### config.mk
export PLATFORM = sky130hd
export DESIGN_NAME = data_mem_arbiter_flat
export DESIGN_NICKNAME = d
export VERILOG_FILES = /design/src/rtl/data_mem_arbiter_if.sv /design/src/rtl/data_mem_arbiter.sv /design/src/flat_wrapper.sv
export SDC_FILE = /design/constraint.sdc
export NUM_CORES = 1
export LEC_CHECK = 0
export CELL_PAD_IN_SITES_DETAIL_PLACEMENT = 2
export CELL_PAD_IN_SITES_GLOBAL_PLACEMENT = 2
export CORE_MARGIN = 1.5
export CORE_UTILIZATION = 27
export DETAILED_ROUTE_END_ITERATION = 12
export PLACE_DENSITY_LB_ADDON = 0.1
export SETUP_SLACK_MARGIN = 0.02
export SLEW_MARGIN = 20
export SYNTH_ARGS = -nofsm -noshare
export SYNTH_HDL_FRONTEND = slang
export SYNTH_SLANG_ARGS = --single-unit
### constraint.sdc
create_clock -name clk -period 1.8 [get_ports clk]
set_input_delay 0.54 -clock clk [delete_from_list [all_inputs] [get_ports clk]]
set_output_delay 0.54 -clock clk [all_outputs]
set_load 0.01 [all_outputs]
### src/rtl/data_mem_arbiter_if.sv
// Bus bundle between the two memory requesters, the arbiter and the data memory.
// The slave modport is the arbiter's view; master is the requesters plus the memory.
interface data_mem_arbiter_if #(
    parameter int ADDR_W = 16,
    parameter int DATA_W = 16
);
    logic              req0;
    logic              req1;
    logic              we0;
    logic              we1;
    logic [ADDR_W-1:0] addr0;
    logic [ADDR_W-1:0] addr1;
    logic [DATA_W-1:0] wdata0;
    logic [DATA_W-1:0] wdata1;
    logic              ack0;
    logic              ack1;
    logic [DATA_W-1:0] rdata0;
    logic [DATA_W-1:0] rdata1;
    logic              busy;
    logic [ADDR_W-1:0] mem_access_addr;
    logic [DATA_W-1:0] mem_write_data;
    logic              mem_write_en;
    logic              mem_read;
    logic [DATA_W-1:0] mem_read_data;

    modport slave (
        input  req0, req1, we0, we1, addr0, addr1, wdata0, wdata1, mem_read_data,
        output ack0, ack1, rdata0, rdata1, busy,
               mem_access_addr, mem_write_data, mem_write_en, mem_read
    );

    modport master (
        output req0, req1, we0, we1, addr0, addr1, wdata0, wdata1, mem_read_data,
        input  ack0, ack1, rdata0, rdata1, busy,
               mem_access_addr, mem_write_data, mem_write_en, mem_read
    );
endinterface

### src/rtl/data_mem_arbiter.sv
// Round-robin arbiter and sequencer for the single-ported data memory shared by
// the load/store path (port 0) and a secondary master (port 1).
module data_mem_arbiter #(
    parameter int ADDR_W = 16,
    parameter int DATA_W = 16
) (
    input  logic               clk,
    input  logic               reset_n,
    data_mem_arbiter_if.slave  bus
);
    typedef enum logic [1:0] {
        IDLE   = 2'd0,
        ACCESS = 2'd1,
        RESP   = 2'd2
    } state_t;

    state_t            state;
    state_t            next_state;
    logic              last_q;
    logic              winner_q;
    logic              cmd_we_q;
    logic [ADDR_W-1:0] cmd_addr_q;
    logic [DATA_W-1:0] cmd_wdata_q;
    logic [DATA_W-1:0] rdata0_q;
    logic [DATA_W-1:0] rdata1_q;

    logic              any_req;
    logic              pick1;
    logic              ack0;
    logic              ack1;
    logic              write_en;
    logic              read_en;
    logic              busy;

    // On a tie, last_q names the port served most recently, so the other one wins.
    always_comb begin
        any_req = bus.req0 | bus.req1;
        pick1   = bus.req1 & (~bus.req0 | ~last_q);
    end

    always_ff @(posedge clk or negedge reset_n) begin
        if (!reset_n) begin
            state <= IDLE;
        end else begin
            state <= next_state;
        end
    end

    always_comb begin
        next_state = state;
        ack0       = 1'b0;
        ack1       = 1'b0;
        write_en   = 1'b0;
        read_en    = 1'b0;
        busy       = 1'b1;
        case (state)
            IDLE: begin
                busy = 1'b0;
                if (any_req) begin
                    next_state = ACCESS;
                end
            end
            ACCESS: begin
                write_en   = cmd_we_q;
                read_en    = ~cmd_we_q;
                next_state = RESP;
            end
            RESP: begin
                ack0       = ~winner_q;
                ack1       = winner_q;
                next_state = IDLE;
            end
            default: begin
                next_state = IDLE;
            end
        endcase
    end

    // Command registers hold the last granted request so the memory bus never toggles while idle.
    always_ff @(posedge clk or negedge reset_n) begin
        if (!reset_n) begin
            last_q      <= 1'b1;
            winner_q    <= 1'b0;
            cmd_we_q    <= 1'b0;
            cmd_addr_q  <= '0;
            cmd_wdata_q <= '0;
            rdata0_q    <= '0;
            rdata1_q    <= '0;
        end else begin
            if (state == IDLE && any_req) begin
                winner_q    <= pick1;
                last_q      <= pick1;
                cmd_we_q    <= pick1 ? bus.we1    : bus.we0;
                cmd_addr_q  <= pick1 ? bus.addr1  : bus.addr0;
                cmd_wdata_q <= pick1 ? bus.wdata1 : bus.wdata0;
            end
            if (state == ACCESS && !cmd_we_q) begin
                if (winner_q) begin
                    rdata1_q <= bus.mem_read_data;
                end else begin
                    rdata0_q <= bus.mem_read_data;
                end
            end
        end
    end

    assign bus.ack0            = ack0;
    assign bus.ack1            = ack1;
    assign bus.rdata0          = rdata0_q;
    assign bus.rdata1          = rdata1_q;
    assign bus.busy            = busy;
    assign bus.mem_access_addr = cmd_addr_q;
    assign bus.mem_write_data  = cmd_wdata_q;
    assign bus.mem_write_en    = write_en;
    assign bus.mem_read        = read_en;
endmodule

### src/flat_wrapper.sv
// flat-port wrapper written by rule: the top's interface ports become plain ports
module data_mem_arbiter_flat 
#(
    parameter int ADDR_W = 16,
    parameter int DATA_W = 16
)
  (clk, reset_n, bus_req0, bus_req1, bus_we0, bus_we1, bus_addr0, bus_addr1, bus_wdata0, bus_wdata1, bus_mem_read_data, bus_ack0, bus_ack1, bus_rdata0, bus_rdata1, bus_busy, bus_mem_access_addr, bus_mem_write_data, bus_mem_write_en, bus_mem_read);
  data_mem_arbiter_if #(.ADDR_W(ADDR_W), .DATA_W(DATA_W)) bus_i ();
  input  logic clk;
  input  logic reset_n;
  input wire logic [$bits(bus_i.req0)-1:0] bus_req0;
  input wire logic [$bits(bus_i.req1)-1:0] bus_req1;
  input wire logic [$bits(bus_i.we0)-1:0] bus_we0;
  input wire logic [$bits(bus_i.we1)-1:0] bus_we1;
  input wire logic [$bits(bus_i.addr0)-1:0] bus_addr0;
  input wire logic [$bits(bus_i.addr1)-1:0] bus_addr1;
  input wire logic [$bits(bus_i.wdata0)-1:0] bus_wdata0;
  input wire logic [$bits(bus_i.wdata1)-1:0] bus_wdata1;
  input wire logic [$bits(bus_i.mem_read_data)-1:0] bus_mem_read_data;
  output wire logic [$bits(bus_i.ack0)-1:0] bus_ack0;
  output wire logic [$bits(bus_i.ack1)-1:0] bus_ack1;
  output wire logic [$bits(bus_i.rdata0)-1:0] bus_rdata0;
  output wire logic [$bits(bus_i.rdata1)-1:0] bus_rdata1;
  output wire logic [$bits(bus_i.busy)-1:0] bus_busy;
  output wire logic [$bits(bus_i.mem_access_addr)-1:0] bus_mem_access_addr;
  output wire logic [$bits(bus_i.mem_write_data)-1:0] bus_mem_write_data;
  output wire logic [$bits(bus_i.mem_write_en)-1:0] bus_mem_write_en;
  output wire logic [$bits(bus_i.mem_read)-1:0] bus_mem_read;
  assign bus_i.req0 = bus_req0;
  assign bus_i.req1 = bus_req1;
  assign bus_i.we0 = bus_we0;
  assign bus_i.we1 = bus_we1;
  assign bus_i.addr0 = bus_addr0;
  assign bus_i.addr1 = bus_addr1;
  assign bus_i.wdata0 = bus_wdata0;
  assign bus_i.wdata1 = bus_wdata1;
  assign bus_i.mem_read_data = bus_mem_read_data;
  assign bus_ack0 = bus_i.ack0;
  assign bus_ack1 = bus_i.ack1;
  assign bus_rdata0 = bus_i.rdata0;
  assign bus_rdata1 = bus_i.rdata1;
  assign bus_busy = bus_i.busy;
  assign bus_mem_access_addr = bus_i.mem_access_addr;
  assign bus_mem_write_data = bus_i.mem_write_data;
  assign bus_mem_write_en = bus_i.mem_write_en;
  assign bus_mem_read = bus_i.mem_read;
  data_mem_arbiter #(.ADDR_W(ADDR_W), .DATA_W(DATA_W)) u_core (.clk(clk), .reset_n(reset_n), .bus(bus_i));
endmodule
==> summary.txt <==
Synthesis
  • Post-synth top area share: 0.519
  • Synth cell count leaders: 68 x dfrtp_1, 58 x mux2_4, 40 x mux2_2, 7 x buf_4
  • Register area share after synthesis: 0.527
  • Post-Syn Area: 3280 um2
  • Syn_area_per_cell: 16.9 um2
  • Yosys reg bits: 69
  • Ys flop type: dfrtp_1
  • Top cells by area, synth: dfrtp_1 52%, mux2_4 27%, mux2_2 14%, buf_12 1.8%, buf_4 1.6%
  • Syn_nets: 280
  • Syn. warnings: 0
  • Area leader, netlist: dfrtp_1
  • Mapped Cells: 194
  • Post-synth cell types: 19
  • Asr flop ratio synth: 1.00
  • Post-synth EDFFs: 0
  • Count leader, synth: dfrtp_1

Floorplanning
  • I/O pin count: 155
  • Die area: 12800 um2
  • Initial Util: 0.275
  • Die Width: 113 um
  • Site Rows: 40
  • Core area: 11900 um2
  • Die H: 113 um

Setup path
  • Worst R2R Start: u_core.last_q
  • CP max stage delay: 0.45 ns
  • Slowest cell on crit path: dfrtp_2
  • CP Data Arrival Time: 1.21 ns
  • FF-to-FF End: u_core.bus.mem_write_data[12]
  • Critical Path RT: 1.26 ns
  • Critical path class: reg -> out
  • Worst setup path startpoint: u_core.state[0]
  • Worst r2r path cells: 4
  • Critical Path Start Type: flop
  • Worst Setup End Kind: output pin
  • CP Max Fanout: 5
  • CP Cell Sequence: nor2b_4 -> and2_4 -> buf_2
  • Reg2Reg Setup Slack: 0.10 ns

Route
  • Drt pass-1 iters: 4
  • Routed vias/inst: 4.46
  • Starting DRT DRC Count: 56
  • WL final: 9310 um
  • Vias: 2297
  • Post-route DRC violation count: 0
  • DR WL/cell: 18.1 um
  • Routed Antenna Nets: 0

Layout
  • Share of post-route cells with drive strength above 1: 0.391
  • Fill cells: 1169
  • Core Util, Final: 0.458
  • Post-route cell area: 5460 um2
  • Area Overhead vs Synth: 66.5%
  • Non-Filler Instances: 515
  • Nets: 449
  • # diodes: 0

Power
  • Pleak: 2.64 nW
  • Cell Int Power: 0.00624 W
  • Switching share of total power: 0.302
  • Sequential power share: 0.315
  • Comb pwr share: 0.467
  • Power density cells: 1640 nW/um2
  • IR drop worst, VDD: 0.602 mV
  • Clock network fraction of total power: 0.218
  • Net load switching power: 0.00271 W

STA
  • Least-Margin Pin Slew: 0.398 ns
  • Tcrit/Tclk final: 0.975
  • Hold violation total from the final report: 0
  • Tmin final: 1.75 ns
  • F_max: 570 MHz
  • Setup ws final: 0.0455 ns
  • Clk_skew: 0.00881 ns
  • Max-Slew Margin vs Limit: 0.735
  • Final-report setup violation count: 0
  • RSZ-0062 raised after global routing: no
  • Max-slew violation count: 0
  • Min Hold Slack: 0.192 ns

Placed design
  • Placed Cells: 495
  • Port-buffer cells: 154
  • Post-detail-place hpwl: 6450 um
  • Placed Instance Area: 5050 um2
  • Placer Congestion: 0.663
  • Worst slack, placed: -0.403 ns

Clock network
  • Clock tree buffer depth: 2
  • Post-cts hold buffer count: 0
  • Clk sinks: 69
  • Inserted Clock Buffers: 9
  • Reg clk slew, reported paths: 0.06 ns
  • TritonCTS clock tree: done
  • Root Driver: clkbuf_16
  • H-Tree Level Count: 3
  • Worst-Skew Late Latency: 0.33 ns

Global routing
  • GR Overflow Total: 0
  • First-pass GRT wire length: 14400 um
  • Largest net degree at the start of global routing: 70
  • Initial antenna violation count: 0
  • Vias in the first global route: 2561
  • Gr usage total: 0.152

Run
  • Max_cap viols: 0

Min path
  • Hold Path Class: in -> async

Run status
  • Run status: completed
cell usage in the layout, fill, tap and decap left out, types with 4 or more instances in the layout:
cell type,count
clkdlybuf4s50_1,82
dlymetal6s2s_1,16
mux2_4,58
clkbuf_16,9
dlygate4sd2_1,50
buf_12,8
mux2_2,40
dfrtp_1,66
buf_2,4
buf_4,7
worst max path at each step:
stage / to / slack (ns) / cells after the start
2_1_floorplan: u_core.bus.mem_access_addr[1] / 0.14 / 5
3_3_place_gp: u_core.bus.mem_write_data[15] / -0.37 / 5
3_5_place_dp: u_core.bus.mem_write_data[15] / -0.40 / 5
4_1_cts: bus_busy / -0.0004 / 3
5_1_grt: bus_mem_write_en / 0.01 / 3
6_report: bus_mem_write_en / 0.05 / 3
through the flow:
stage | TNS (ns) | power [W]
after floorplan | 0 | 0.00507
final | 0 | 0.00895
after detailed placement | -12.21 | 0.00743
after global placement | -11.46 | 0.00732
after CTS | -0.000380 | 0.00915
after global routing | 0 | 0.00948
per-layer routing:
metal / global-route usage / up-vias / part of all wire
met1: 0.183 / 1164 / 0.41
met5: 0 / - / 0
met4: 0.0708 / 0 / 0.021
met2: 0.249 / 90 / 0.50
met3: 0.0450 / 13 / 0.060
li1: - / 1030 / -
power by group through the flow:
stage / clock, W / sequential (W) / combinational, W
after floorplan: 0 / 0.00314 / 0.00194
after global placement: 0 / 0.00283 / 0.00450
after detailed placement: 0 / 0.00284 / 0.00459
after CTS: 0.00202 / 0.00283 / 0.00430
after global routing: 0.00207 / 0.00295 / 0.00446
final: 0.00195 / 0.00282 / 0.00418
worst max-delay path: cells and delay by family, from the launching register on:
kind                   cells  cell delay, ns
buffers and inverters      1            0.14
flip-flops                 1            0.45
AND/OR/NAND/NOR            2            0.30
area by class of cell:
cell class	count	area, um2	area share
clock inverters	3	67.6	0.0124
well taps	147	184	0.0337
multi-input cells	111	1440	0.265
inverters	2	7.51	0.00138
repair buffers	170	1760	0.323
flip-flops and latches	69	1730	0.317
clock buffers	13	260	0.0477
sequential cells by signal, indices dropped and copies added (netlist names):
name and flops:
u_core.last_q 1, u_core.bus.rdata1 16, u_core.bus.mem_write_data 16, u_core.winner_q 1, u_core.bus.rdata0 16, u_core.cmd_we_q 1, u_core.state 2, u_core.bus.mem_access_addr 16
cell families (layout without fill, tap and decap cells):
kind of cell | after synthesis | count (layout) | synth area share
AOI/OAI and AO/OA | 5 | 5 | 0.0107
buffers and inverters | 14 | 188 | 0.0416
DFF | 69 | 69 | 0.527
muxes | 98 | 98 | 0.403
and+or+nand+nor | 8 | 8 | 0.0172
repair_timing:
item                                    4_1_cts  5_1_grt
gates cloned                                  2        0
buffers inserted                              2        0
pin swaps                                     3        0
gates resized for setup                      73       23
endpoints found under the setup margin       84       21
endpoints found under the hold margin         0        0
Power figures use the tool's default switching activity.
